==> src/rtl/ring_arb_pkg.sv <==
// Shared types and helpers for the ring round-robin arbiter.
// One-hot vectors are handled at the maximum supported width and cast by callers.
package ring_arb_pkg;

    typedef enum logic [0:0] {
        IDLE,
        GRANT
    } arb_state_e;

    localparam int unsigned MAX_N = 16;
    localparam int unsigned MAX_IDX_W = 4;

    // Binary index of a one-hot vector; zero for an all-zero input.
    function automatic logic [MAX_IDX_W-1:0] onehot2idx(input logic [MAX_N-1:0] oh);
        logic [MAX_IDX_W-1:0] idx;
        idx = '0;
        for (int unsigned i = 0; i < MAX_N; i++) begin
            if (oh[i]) begin
                idx = idx | MAX_IDX_W'(i);
            end
        end
        return idx;
    endfunction

    // Rotate a one-hot vector left by one within an n-bit ring.
    function automatic logic [MAX_N-1:0] rot1(input logic [MAX_N-1:0] v, input int unsigned n);
        logic [MAX_N-1:0] r;
        r = '0;
        for (int unsigned i = 0; i < MAX_N; i++) begin
            if (i < n) begin
                r[(i + 1) % n] = v[i];
            end
        end
        return r;
    endfunction

    function automatic bit params_legal(input int unsigned n, input int unsigned quantum,
                                        input int unsigned cnt_w);
        return (n >= 2) && (n <= MAX_N) && (quantum >= 2) && (quantum <= 255) &&
               (cnt_w >= 1) && (cnt_w < 32) && ((64'd1 << cnt_w) > 64'(quantum));
    endfunction

endpackage

==> src/rtl/ring_rr_pick.sv <==
// Combinational ring-order pick: first set bit of (req & mask) at or after ptr, wrapping.
// The masked request is rotated so ptr lands at bit 0, priority-scanned, then rotated back.
module ring_rr_pick
    import ring_arb_pkg::*;
#(
    parameter int unsigned N = 4
) (
    input  logic [N-1:0] req,
    input  logic [N-1:0] mask,
    input  logic [N-1:0] ptr,
    output logic [N-1:0] gnt
);

    logic [MAX_IDX_W-1:0] shamt;
    logic [2*N-1:0]       dbl;
    logic [2*N-1:0]       shifted;
    logic [N-1:0]         rot_req;
    logic [N-1:0]         first;
    logic [2*N-1:0]       back;

    always_comb begin
        shamt   = onehot2idx(MAX_N'(ptr));
        dbl     = {req & mask, req & mask};
        shifted = dbl >> shamt;
        rot_req = shifted[N-1:0];
        // Isolate the lowest set bit of the rotated request.
        first   = rot_req & (~rot_req + N'(1));
        back    = {{N{1'b0}}, first} << shamt;
        gnt     = back[N-1:0] | back[2*N-1:N];
    end

endmodule

==> src/rtl/ring_rr_arbiter.sv <==
// Round-robin arbiter with a one-hot rotating priority pointer and a per-grant time quantum.
// All outputs are registered; the pointer moves only when an owner departs.
module ring_rr_arbiter
    import ring_arb_pkg::*;
#(
    parameter int unsigned N       = 4,
    parameter int unsigned QUANTUM = 8,
    parameter int unsigned CNT_W   = 8
) (
    input  logic                 CLK,
    input  logic                 RESETN,
    input  logic [N-1:0]         REQ,
    output logic [N-1:0]         GNT,
    output logic                 GNT_VALID,
    output logic [$clog2(N)-1:0] GNT_IDX,
    output logic                 EXPIRE
);

    localparam int unsigned IDX_W = $clog2(N);
    localparam logic [CNT_W-1:0] CNT_LIMIT = CNT_W'(QUANTUM - 1);

    if (!params_legal(N, QUANTUM, CNT_W)) begin : g_param_check
        $error("ring_rr_arbiter: illegal N/QUANTUM/CNT_W combination");
    end

    arb_state_e       state_q, state_d;
    logic [N-1:0]     gnt_q, gnt_d;
    logic [N-1:0]     ptr_q, ptr_d;
    logic [CNT_W-1:0] cnt_q, cnt_d;
    logic             expire_q, expire_d;
    logic             valid_q, valid_d;
    logic [IDX_W-1:0] idx_q, idx_d;

    logic [N-1:0]     pick_mask;
    logic [N-1:0]     pick_ptr;
    logic [N-1:0]     pick_gnt;
    logic [N-1:0]     owner_rot;
    logic             owner_req;
    logic             others_req;
    logic             at_limit;

    // In GRANT the pick already starts from the post-handover pointer and skips the owner.
    always_comb begin
        owner_rot = N'(rot1(MAX_N'(gnt_q), N));
        if (state_q == GRANT) begin
            pick_ptr  = owner_rot;
            pick_mask = ~gnt_q;
        end else begin
            pick_ptr  = ptr_q;
            pick_mask = '1;
        end
    end

    ring_rr_pick #(
        .N (N)
    ) u_pick (
        .req  (REQ),
        .mask (pick_mask),
        .ptr  (pick_ptr),
        .gnt  (pick_gnt)
    );

    always_comb begin
        state_d  = state_q;
        gnt_d    = gnt_q;
        ptr_d    = ptr_q;
        cnt_d    = cnt_q;
        expire_d = 1'b0;

        owner_req  = |(REQ & gnt_q);
        others_req = |(REQ & ~gnt_q);
        at_limit   = (cnt_q == CNT_LIMIT);

        case (state_q)
            IDLE: begin
                if (|REQ) begin
                    gnt_d   = pick_gnt;
                    cnt_d   = '0;
                    state_d = GRANT;
                end
            end
            GRANT: begin
                if (!owner_req) begin
                    // Release takes precedence over expiry.
                    ptr_d   = owner_rot;
                    gnt_d   = pick_gnt;
                    cnt_d   = '0;
                    state_d = (|pick_gnt) ? GRANT : IDLE;
                end else if (at_limit && others_req) begin
                    ptr_d    = owner_rot;
                    gnt_d    = pick_gnt;
                    cnt_d    = '0;
                    expire_d = 1'b1;
                end else if (!at_limit) begin
                    cnt_d = cnt_q + CNT_W'(1);
                end
            end
            default: begin
                state_d = IDLE;
                gnt_d   = '0;
            end
        endcase

        valid_d = |gnt_d;
        idx_d   = IDX_W'(onehot2idx(MAX_N'(gnt_d)));
    end

    always_ff @(posedge CLK or negedge RESETN) begin
        if (!RESETN) begin
            state_q  <= IDLE;
            gnt_q    <= '0;
            ptr_q    <= N'(1);
            cnt_q    <= '0;
            expire_q <= 1'b0;
            valid_q  <= 1'b0;
            idx_q    <= '0;
        end else begin
            state_q  <= state_d;
            gnt_q    <= gnt_d;
            ptr_q    <= ptr_d;
            cnt_q    <= cnt_d;
            expire_q <= expire_d;
            valid_q  <= valid_d;
            idx_q    <= idx_d;
        end
    end

    assign GNT       = gnt_q;
    assign GNT_VALID = valid_q;
    assign GNT_IDX   = idx_q;
    assign EXPIRE    = expire_q;

endmodule

==> config.mk <==
export PLATFORM = sky130hd
export DESIGN_NAME = ring_rr_arbiter
export DESIGN_NICKNAME = d
export VERILOG_FILES = /design/src/rtl/ring_arb_pkg.sv /design/src/rtl/ring_rr_pick.sv /design/src/rtl/ring_rr_arbiter.sv
export SDC_FILE = /design/constraint.sdc
export NUM_CORES = 1
export LEC_CHECK = 0
export CORE_MARGIN = 4
export CORE_UTILIZATION = 58
export DETAILED_ROUTE_END_ITERATION = 12
export PLACE_DENSITY = 0.81
export SYNTH_ARGS = -nofsm -noshare
export SYNTH_HDL_FRONTEND = slang
export SYNTH_SLANG_ARGS = --single-unit
==> constraint.sdc <==
create_clock -name CLK -period 3.62 [get_ports CLK]
set_clock_uncertainty 0.1 [all_clocks]
set_input_delay 0.724 -clock CLK [delete_from_list [all_inputs] [get_ports CLK]]
set_output_delay 0.724 -clock CLK [all_outputs]
set_load 0.01 [all_outputs]
==> results.ini, run 1 <==
[synth]
synth_ff_type = dfrtp_1
yosysSeqAreaShare_pct = 42.28
yosysWarnings = 0
synth_seq_cells = 20
synth_top_family_by_area = compound AO/OA/AOI/OAI gates
syn_area_um2 = 1184
synth_compound_area_share_pct = 24.10
async_flop_share_pct = 100.0
yosysUniqueCellTypes = 48
synth_xor_area_share_pct = 2.960
synth_mux_area_share_pct = 5.074
synth_simple_gate_area_share_pct = 21.78
synth_fa_ha_area_share_pct = 1.057
synth_edf_count = 0
synth_nets = 130
avgSynthCellArea_um2 = 9.623
netlist_instances = 123

[global_routing]
grt_util_all_layers_pct = 20.27
grt_max_degree = 21
grt_overflow = 0
antenna_found_initial = 0
grt_pass1_vias = 908
grt_pass1_wl_mm = 4.126

[finish]
multi_input_area_um2 = 650.6
fin_cells = 163
nets = 144
area_delta_synth_final_pct = 14.80
drive_gt1_share_pct = 11.76
antenna_cells = 0
register_area_um2 = 500.5
nFillCells = 164
final_util_pct = 69.97

[timing]
clock.fmax_ghz = 0.3646
fin_crit_ps = 2743
post-route-period-util_pct = 75.77
drv_slew = 0
finalHoldViolCount = 0
maxSlewHeadroom_pct = 41.94
setup_tns_ps = 0
rsz0062_at_grt = false
setup_viol_count_final = 0
tightest_slew_ps = 868.2

[floorplan]
fp-row-count = 16
coreArea_um2 = 1942
die_height_um = 53.18
die_area_um2 = 2828
ios = 14
die_w_um = 53.18
start_util_pct = 60.95

[detailed_routing]
drt_iter0_drc = 24
vias = 949
drc = 0
via_per_inst = 5.822
routed_wl_mm = 2.349
drtPass1Iterations = 4
ant_nets = 0
wl_per_cell_um = 14.41

[worst_setup_path]
critPathCaptureType = flop
crit_path_max_incr_delay_ps = 570
slowest_stage = or4_4
critPathTopFamily = simple AND/OR/NAND/NOR gates
path_cells = clkdlybuf4s50_1, or4_4, or2_0, and2_4, or3_1, a21o_1
path_buf_inv = 1
startpoint_type = primary input
crit_type = in -> reg
worstPathArrival_ps = 2850
worst-path-max-fanout = 11
critPathRequiredTime_ps = 3720

[power_and_ir_drop]
power_uw = 894.3
powerDensity_nw_per_um2 = 658.2
p_leak_nw = 0.5755
ir_drop_mv = 0.3805

[placement]
dp_cells = 159
port_buffers = 13
place_congestion = 0.8607
hpwl_mm = 1.768

[flow_run]
maxCapViolCount = 0

[clocking]
ctsHoldBuffers = 0
cts_buffers = 3
clk_pin_slew_worst_paths_ps = 110
cts-root-buf = clkbuf_4
ctsResizeCount = 0
h-tree-depth = 1
clockBufferDepth = 2
cts_tree = built
cts.sinks = 20
worstSkewPairLatency_ps = 300
cts_setup_buffers = 0

[min_path]
hold_path_class = reg -> reg

[run_status]
status = finished clean

[sequential cells by signal, summed over array words and instances (netlist names)]
register	flops
ptr_q	3
state_q	1
GNT_VALID	1
cnt_q	8
EXPIRE	1
GNT	4
GNT_IDX	2
[power breakdown]
| group | switching [mW] | total [mW] | internal [mW] |
|---|---|---|---|
| Sequential | 0.0617 | 0.340 | 0.278 |
| Clock | 0.0667 | 0.128 | 0.0614 |
| Combinational | 0.209 | 0.426 | 0.217 |
[cells in the mapped netlist (2+ instances only)]
library cell / count / area, µm²
dfrtp_1: 20 / 500.5
nor2_1: 15 / 56.30
nand2_1: 11 / 41.29
o21ai_0: 7 / 35.03
a21o_1: 4 / 30.03
a21oi_1: 4 / 20.02
mux2_2: 4 / 45.04
nand3_1: 4 / 20.02
nand2b_1: 3 / 18.77
o21ai_1: 3 / 15.01
or3_1: 3 / 18.77
a21boi_0: 2 / 15.01
a22o_1: 2 / 17.52
buf_2: 2 / 10.01
inv_1: 2 / 7.510
nor3_1: 2 / 10.01
o211ai_1: 2 / 15.01
xnor2_1: 2 / 17.52
xor2_1: 2 / 17.52
[through the flow]
stage | hold slack (ps) | cell area (µm²) | worst slack, ps
final | 451.8 | 1359 | 877.3
after global routing | 484.0 | 1359 | 836.6
after CTS | 452.0 | 1359 | 906.8
after detailed placement | 416.9 | 1323 | 573.3
after global placement | 407.8 | 1323 | 623.0
after floorplan | 328.4 | 1184 | 1237
[cells in the final DEF (no fill, tap or decap), types with 2 or more instances in the layout]
cell type         n
a21boi_0          2
o21ai_1           3
a21oi_1           4
nand2_1          11
o211ai_1          2
nand2b_1          3
dfrtp_1          20
a21o_1            4
inv_1             2
o21ai_0           7
nor2_1           15
a22o_1            2
mux2_2            4
xor2_1            2
clkbuf_4          3
or3_1             3
nand3_1           4
clkdlybuf4s50_1  13
xnor2_1           2
nor3_1            2
[cell type report]
cell class	count	area share, %
clock buffer	4	2.670
inverter	2	0.5525
multi-input combinational	97	47.88
sequential	20	36.83
tap	27	2.486
timing repair buffer	13	9.576
[worst reg2reg max path: stages, from the launching register on]
cell	delay [ps]
dfrtp_1	570
nand2b_1	190
o32ai_2	260
nand2_1	90
o311ai_0	570
nand3_1	150
a21o_1	210
[kinds of logic (layout without fill, tap and decap cells)]
logic type      after synthesis  count (layout)
simple gates                 49              49
compound gates               38              38
flops                        20              20
buf+inv                       6              19
mux                           5               5
xor+xnor                      4               4
fa+ha+maj                     1               1
[metal layers]
| metal | routed length (µm) | global-route usage [%] |
|---|---|---|
| met1 | 1076 | 26.38 |
| met2 | 1105 | 32.64 |
| met3 | 139 | 5.352 |
| met4 | 27 | 6.383 |
| met5 | 0 | 0 |
[worst paths after layout]
check | startpoint | end | slack [ps] | cells after the start
worst max-delay path | REQ[2] | GNT_VALID$_DFF_PN0_ | 880 | 6
worst min-delay path | cnt_q[1]$_DFFE_PN0P_ | cnt_q[1]$_DFFE_PN0P_ | 450 | 1
worst max register to register | state_q$_DFF_PN0_ | GNT_VALID$_DFF_PN0_ | 1390 | 6
worst min register to register | cnt_q[1]$_DFFE_PN0P_ | cnt_q[1]$_DFFE_PN0P_ | 450 | 1
max in group asynchronous | RESETN | GNT_IDX[1]$_DFF_PN0_ | 2090 | 1
min in group asynchronous | RESETN | cnt_q[3]$_DFFE_PN0P_ | 800 | 1
No activity file was read; power rests on OpenSTA's default activity.
==> inputs of run 2 (changes only) <==
--- a/config.mk
+++ b/config.mk
@@ -6,9 +6,9 @@
 export NUM_CORES = 1
 export LEC_CHECK = 0
 export CORE_MARGIN = 4
-export CORE_UTILIZATION = 58
+export CORE_UTILIZATION = 54
 export DETAILED_ROUTE_END_ITERATION = 12
-export PLACE_DENSITY = 0.81
+export PLACE_DENSITY = 0.76
 export SYNTH_ARGS = -nofsm -noshare
 export SYNTH_HDL_FRONTEND = slang
 export SYNTH_SLANG_ARGS = --single-unit
==> constraint.sdc (replaced) <==
create_clock -name CLK -period 2.7 [get_ports CLK]
set_clock_uncertainty 0.1 [all_clocks]
set_input_delay 0.54 -clock CLK [delete_from_list [all_inputs] [get_ports CLK]]
set_output_delay 0.54 -clock CLK [all_outputs]
set_load 0.01 [all_outputs]
==> run 2 against run 1 <==
Register-to-register slack worse by 1100 ps; largest power group unchanged; first-iteration DRC count increased by 58%; non-clock buffer count is 8 higher; final area rose by 4.4%; sequential share of layout area down 1.6 points.
==> results.ini, run 2 (synthesis gave the netlist of run 1 again) <==
[placement]
pre_cts_ws_ps = -31.36  ; was 573.3 ps
place_congestion = 1.008  ; was 0.8607
port_buffers = 13  ; unchanged
hpwl_mm = 1.974  ; was 1.768 mm
dp_cells = 167  ; was 159

[finish]
final_common_cell = dfrtp_1  ; unchanged
antenna_cells = 0  ; unchanged
drive_gt1_share_pct = 16.67  ; was 11.76%
layout_common_cells = 20 x dfrtp_1, 15 x nor2_1, 13 x clkdlybuf4s50_1  ; unchanged
fin_cells = 171  ; was 163
nFillCells = 157  ; was 164
area_delta_synth_final_pct = 19.87  ; was 14.80%
nets = 152  ; was 144
regMostFlops = cnt_q  ; unchanged
largest_reg_flops = 8  ; unchanged

[floorplan]
die_area_um2 = 3005  ; was 2828 µm²
fp-row-count = 16  ; unchanged
die_w_um = 54.82  ; was 53.18 µm
coreArea_um2 = 2022  ; was 1942 µm²
start_util_pct = 58.54  ; was 60.95%
die_height_um = 54.82  ; was 53.18 µm
ios = 14  ; unchanged

[detailed_routing]
via_per_inst = 6.263  ; was 5.822
routed_wl_mm = 2.767  ; was 2.349 mm
drtPass1Iterations = 4  ; unchanged
vias = 1071  ; was 949
ant_nets = 0  ; unchanged
wl_per_cell_um = 16.18  ; was 14.41 µm
drc = 0  ; unchanged
drt_iter0_drc = 38  ; was 24

[run_status]
status = finished clean  ; unchanged

[clocking]
h-tree-depth = 1  ; unchanged
cts-root-buf = clkbuf_4  ; unchanged
worstSkewPairLatency_ps = 320  ; was 300 ps
clk_pin_slew_worst_paths_ps = 120  ; was 110 ps
cts_buffers = 3  ; unchanged
clockBufferDepth = 2  ; unchanged
ctsHoldBuffers = 0  ; unchanged
ctsResizeCount = 0  ; unchanged
cts.sinks = 20  ; unchanged
cts_setup_buffers = 0  ; unchanged
cts_tree = built  ; unchanged

[global_routing]
grt_util_all_layers_pct = 21.29  ; was 20.27%
antenna_found_initial = 0  ; unchanged
grt_max_degree = 21  ; unchanged
grt_pass1_wl_mm = 4.464  ; was 4.126 mm
grt_overflow = 0  ; unchanged
grt_pass1_vias = 996  ; was 908

[worst_setup_path]
startpoint_type = primary input  ; unchanged
critPathCaptureType = flop  ; unchanged
critPathRequiredTime_ps = 2820  ; was 3720 ps
crit_type = in -> reg  ; unchanged
r2r-end = GNT_VALID$_DFF_PN0_  ; unchanged
reg2reg_depth = 6  ; unchanged
r2r_slack_ps = 280  ; was 1390 ps
worstPathArrival_ps = 2590  ; was 2850 ps
r2r-start = state_q$_DFF_PN0_  ; unchanged
worst-path-max-fanout = 7  ; was 11

[timing]
maxSlewHeadroom_pct = 49.61  ; was 41.94%
setup_tns_ps = 0  ; unchanged
rsz0062_at_grt = false  ; unchanged
drv_slew = 0  ; unchanged
whs_ps = 445.4  ; was 451.8 ps
finalHoldViolCount = 0  ; unchanged
setup_viol_count_final = 0  ; unchanged
finalWorstSetupSlack_ps = 231.7  ; was 877.3 ps
clock.fmax_ghz = 0.4051
post-route-period-util_pct = 91.42
fin_crit_ps = 2468
tightest_slew_ps = 749.4  ; was 868.2 ps

[power_and_ir_drop]
p_leak_nw = 0.6129  ; was 0.5755 nW
powerDensity_nw_per_um2 = 897.9  ; was 658.2 nW/µm²
ir_drop_mv = 0.6424  ; was 0.3805 mV

[flow_run]
maxCapViolCount = 0  ; unchanged

[min_path]
hold_path_class = in -> async  ; was reg -> reg

-- run 2: cell types whose count changed in the layout (fill, tap and decap cells not counted), sizes merged --
cell,before,now
buf,0,8
-- run 2: power breakdown --
| group | total, mW | switching, mW | internal [mW] | leakage, nW |
|---|---|---|---|---|
| combinational | 0.643 | 0.318 | 0.325 | 0.332 |
| sequential | 0.446 | 0.0727 | 0.373 | 0.260 |
| clock | 0.185 | 0.103 | 0.0825 | 0.0210 |
| total | 1.27 | 0.494 | 0.780 | 0.613 |
-- run 2: cell type report --
| class | count | area [µm²] | area share [%] |
|---|---|---|---|
| Sequential cell | 20 | 500.5 | 35.27 |
| Timing Repair Buffer | 21 | 190.2 | 13.40 |
| Inverter | 2 | 7.507 | 0.5291 |
| Tap cell | 27 | 33.78 | 2.381 |
| Multi-Input combinational cell | 97 | 650.6 | 45.86 |
| Clock buffer | 4 | 36.28 | 2.557 |
-- run 2: worst max path at each step --
stage,startpoint,endpoint,slack [ps]
global route,state_q$_DFF_PN0_,GNT_VALID$_DFF_PN0_,80
floorplan,REQ[2],GNT_VALID$_DFF_PN0_,500
global placement,REQ[0],cnt_q[2]$_DFFE_PN0P_,60
finish,REQ[0],cnt_q[2]$_DFFE_PN0P_,230
CTS,REQ[0],cnt_q[2]$_DFFE_PN0P_,240
detailed placement,REQ[0],cnt_q[2]$_DFFE_PN0P_,-30
-- run 2: critical path, stage by stage --
cell,delay (ps)
clkdlybuf4s50_1,500
or4_4,510
or2_0,260
buf_4,170
o31ai_1,190
nor2_1,140
xnor2_1,210
nor2_1,60
-- run 2: per-layer routing --
layer	GRT usage, %	vias to the layer above	wire [µm]
met5	0	-	0
met4	8.299	0	39
met3	4.360	5	182
met2	33.46	49	1277
met1	28.40	519	1268
li1	-	498	-
-- run 2: metrics by stage --
step	cell area, µm²	total power, mW	utilization [%]
6_report	1419	1.274	70.17
5_1_grt	1419	1.359	70.17
4_1_cts	1419	1.270	70.17
3_5_place_dp	1383	1.080	68.38
3_3_place_gp	1383	1.070	68.38
2_1_floorplan	1184	0.8632	-
==> inputs of run 3 (changes only) <==
--- a/config.mk
+++ b/config.mk
@@ -6,9 +6,9 @@
 export NUM_CORES = 1
 export LEC_CHECK = 0
 export CORE_MARGIN = 4
-export CORE_UTILIZATION = 54
+export CORE_UTILIZATION = 58
 export DETAILED_ROUTE_END_ITERATION = 12
-export PLACE_DENSITY = 0.76
+export PLACE_DENSITY = 0.81
 export SYNTH_ARGS = -nofsm -noshare
 export SYNTH_HDL_FRONTEND = slang
 export SYNTH_SLANG_ARGS = --single-unit
==> constraint.sdc (replaced) <==
create_clock -name CLK -period 3 [get_ports CLK]
set_clock_uncertainty 0.1 [all_clocks]
set_input_delay 0.6 -clock CLK [delete_from_list [all_inputs] [get_ports CLK]]
set_output_delay 0.6 -clock CLK [all_outputs]
set_load 0.01 [all_outputs]
==> run 3 against run 2 <==
Register-to-register slack gained 460 ps; die area shrank 5.9%; utilization grew 0.57 points; sequential power shrank 7.4%; final cell count shrank 3.5%; global-route usage grew 0.22 points; critical path depth shrank 2; clock power shrank 18%; non-clock buffer count shrank 6; highest routed layer unchanged.
==> results.ini, run 3 (synthesis gave the netlist of run 1 again) <==
[run_status]
status = finished clean  ; unchanged

[placement]
pre_cts_ws_ps = 171.6  ; was -31.36 ps
hpwl_mm = 1.865  ; was 1.974 mm
place_area_um2 = 1338  ; was 1383 µm²
port_buffers = 13  ; unchanged
place_congestion = 0.8745  ; was 1.008

[detailed_routing]
routed_wl_mm = 2.533  ; was 2.767 mm
drt_iter0_drc = 32  ; was 38
drtPass1Iterations = 4  ; unchanged
via_per_inst = 6.012  ; was 6.263
wl_per_cell_um = 15.35  ; was 16.18 µm
ant_nets = 0  ; unchanged
vias = 992  ; was 1071
drc = 0  ; unchanged

[finish]
nets = 146  ; was 152
final_util_pct = 70.75  ; was 70.17%
regMostFlops = cnt_q  ; unchanged
final_common_cell = dfrtp_1  ; unchanged
layout_common_cells = 20 x dfrtp_1, 15 x nor2_1, 13 x clkdlybuf4s50_1  ; unchanged
area_delta_synth_final_pct = 16.07  ; was 19.87%
final_area_um2 = 1374  ; was 1419 µm²
antenna_cells = 0  ; unchanged
largest_reg_flops = 8  ; unchanged
drive_gt1_share_pct = 13.04  ; was 16.67%

[global_routing]
grt_util_all_layers_pct = 21.51  ; was 21.29%
grt_pass1_vias = 914  ; was 996
grt_pass1_wl_mm = 4.388  ; was 4.464 mm
antenna_found_initial = 0  ; unchanged
grt_max_degree = 21  ; unchanged
grt_overflow = 0  ; unchanged

[worst_setup_path]
worstPathArrival_ps = 2640  ; was 2590 ps
startpoint_type = primary input  ; unchanged
worst-path-max-fanout = 11  ; was 7
crit_type = in -> reg  ; unchanged
critPathRequiredTime_ps = 3100  ; was 2820 ps
critPathCaptureType = flop  ; unchanged

[clocking]
cts.sinks = 20  ; unchanged
ctsResizeCount = 0  ; unchanged
worstSkewPairLatency_ps = 300  ; was 320 ps
clockBufferDepth = 2  ; unchanged
cts_buffers = 3  ; unchanged
cts_tree = built  ; unchanged
h-tree-depth = 1  ; unchanged
clk_pin_slew_worst_paths_ps = 100  ; was 120 ps
cts-root-buf = clkbuf_4  ; unchanged
ctsHoldBuffers = 0  ; unchanged
cts_setup_buffers = 0  ; unchanged

[power_and_ir_drop]
ir_drop_mv = 0.4666  ; was 0.6424 mV
powerDensity_nw_per_um2 = 792.7  ; was 897.9 nW/µm²
p_leak_nw = 0.5845  ; was 0.6129 nW
power_mw = 1.089  ; was 1.274 mW

[floorplan]
die_area_um2 = 2828  ; was 3005 µm²
die_w_um = 53.18  ; was 54.82 µm
fp-row-count = 16  ; unchanged
ios = 14  ; unchanged
die_height_um = 53.18  ; was 54.82 µm
coreArea_um2 = 1942  ; was 2022 µm²
start_util_pct = 60.95  ; was 58.54%

[timing]
fin_crit_ps = 2538
setup_viol_count_final = 0  ; unchanged
setup_tns_ps = 0  ; unchanged
clock.fmax_ghz = 0.3940
finalWorstSetupSlack_ps = 462.1  ; was 231.7 ps
finalHoldViolCount = 0  ; unchanged
maxSlewHeadroom_pct = 42.77  ; was 49.61%
tightest_slew_ps = 855.7  ; was 749.4 ps
rsz0062_at_grt = false  ; unchanged
post-route-period-util_pct = 84.60
drv_slew = 0  ; unchanged

[flow_run]
maxCapViolCount = 0  ; unchanged

[min_path]
hold_path_class = reg -> reg  ; was in -> async

-- run 3: cell types whose count changed in the layout (fill, tap and decap cells not counted), sizes merged --
cell | previous run | this run
buf | 8 | 2
-- run 3: critical path, cell delays in order --
cell	delay, ps
clkdlybuf4s50_1	490
or4_4	540
or2_0	280
and2_4	240
or3_1	310
a21o_1	160
-- run 3: worst paths after layout --
check	slack, ps	cells after the start	endpoint	from
max reg2reg	740	6	GNT_VALID$_DFF_PN0_	state_q$_DFF_PN0_
max in group asynchronous	1600	1	ptr_q[3]$_DFFE_PN0P_	RESETN
min reg2reg	440	1	ptr_q[2]$_DFFE_PN0P_	ptr_q[2]$_DFFE_PN0P_
max	460	6	GNT_VALID$_DFF_PN0_	REQ[3]
min	440	1	ptr_q[2]$_DFFE_PN0P_	ptr_q[2]$_DFFE_PN0P_
min in group asynchronous	680	1	cnt_q[3]$_DFFE_PN0P_	RESETN
-- run 3: power by group --
group / leakage, nW / internal [mW] / switching, mW
clock network: 0.0210 / 0.0740 / 0.0776
logic: 0.304 / 0.263 / 0.262
registers: 0.260 / 0.336 / 0.0769
total: 0.584 / 0.672 / 0.417
-- run 3: area by class of cell --
cell class	count	area (µm²)
fillers	167	568.0
repair buffers	15	145.1
multi-input cells	97	650.6
flip-flops and latches	20	500.5
clock buffers	4	36.28
inverters	2	7.507
well taps	27	33.78
-- run 3: per-stage QoR --
stage	hold WS, ps	std cells
after global placement	411.7	161
after global routing	487.1	165
after detailed placement	415.2	161
after CTS	447.6	165
final	445.0	165
after floorplan	204.4	123
-- run 3: routing by layer --
| metal | up-vias | wire length [µm] | GRT usage (%) |
|---|---|---|---|
| met3 | 5 | 166 | 6.761 |
| met2 | 31 | 1168 | 31.20 |
| met5 | - | 0 | 0 |
| met1 | 472 | 1166 | 29.54 |
| li1 | 484 | - | - |
| met4 | 0 | 32 | 8.511 |
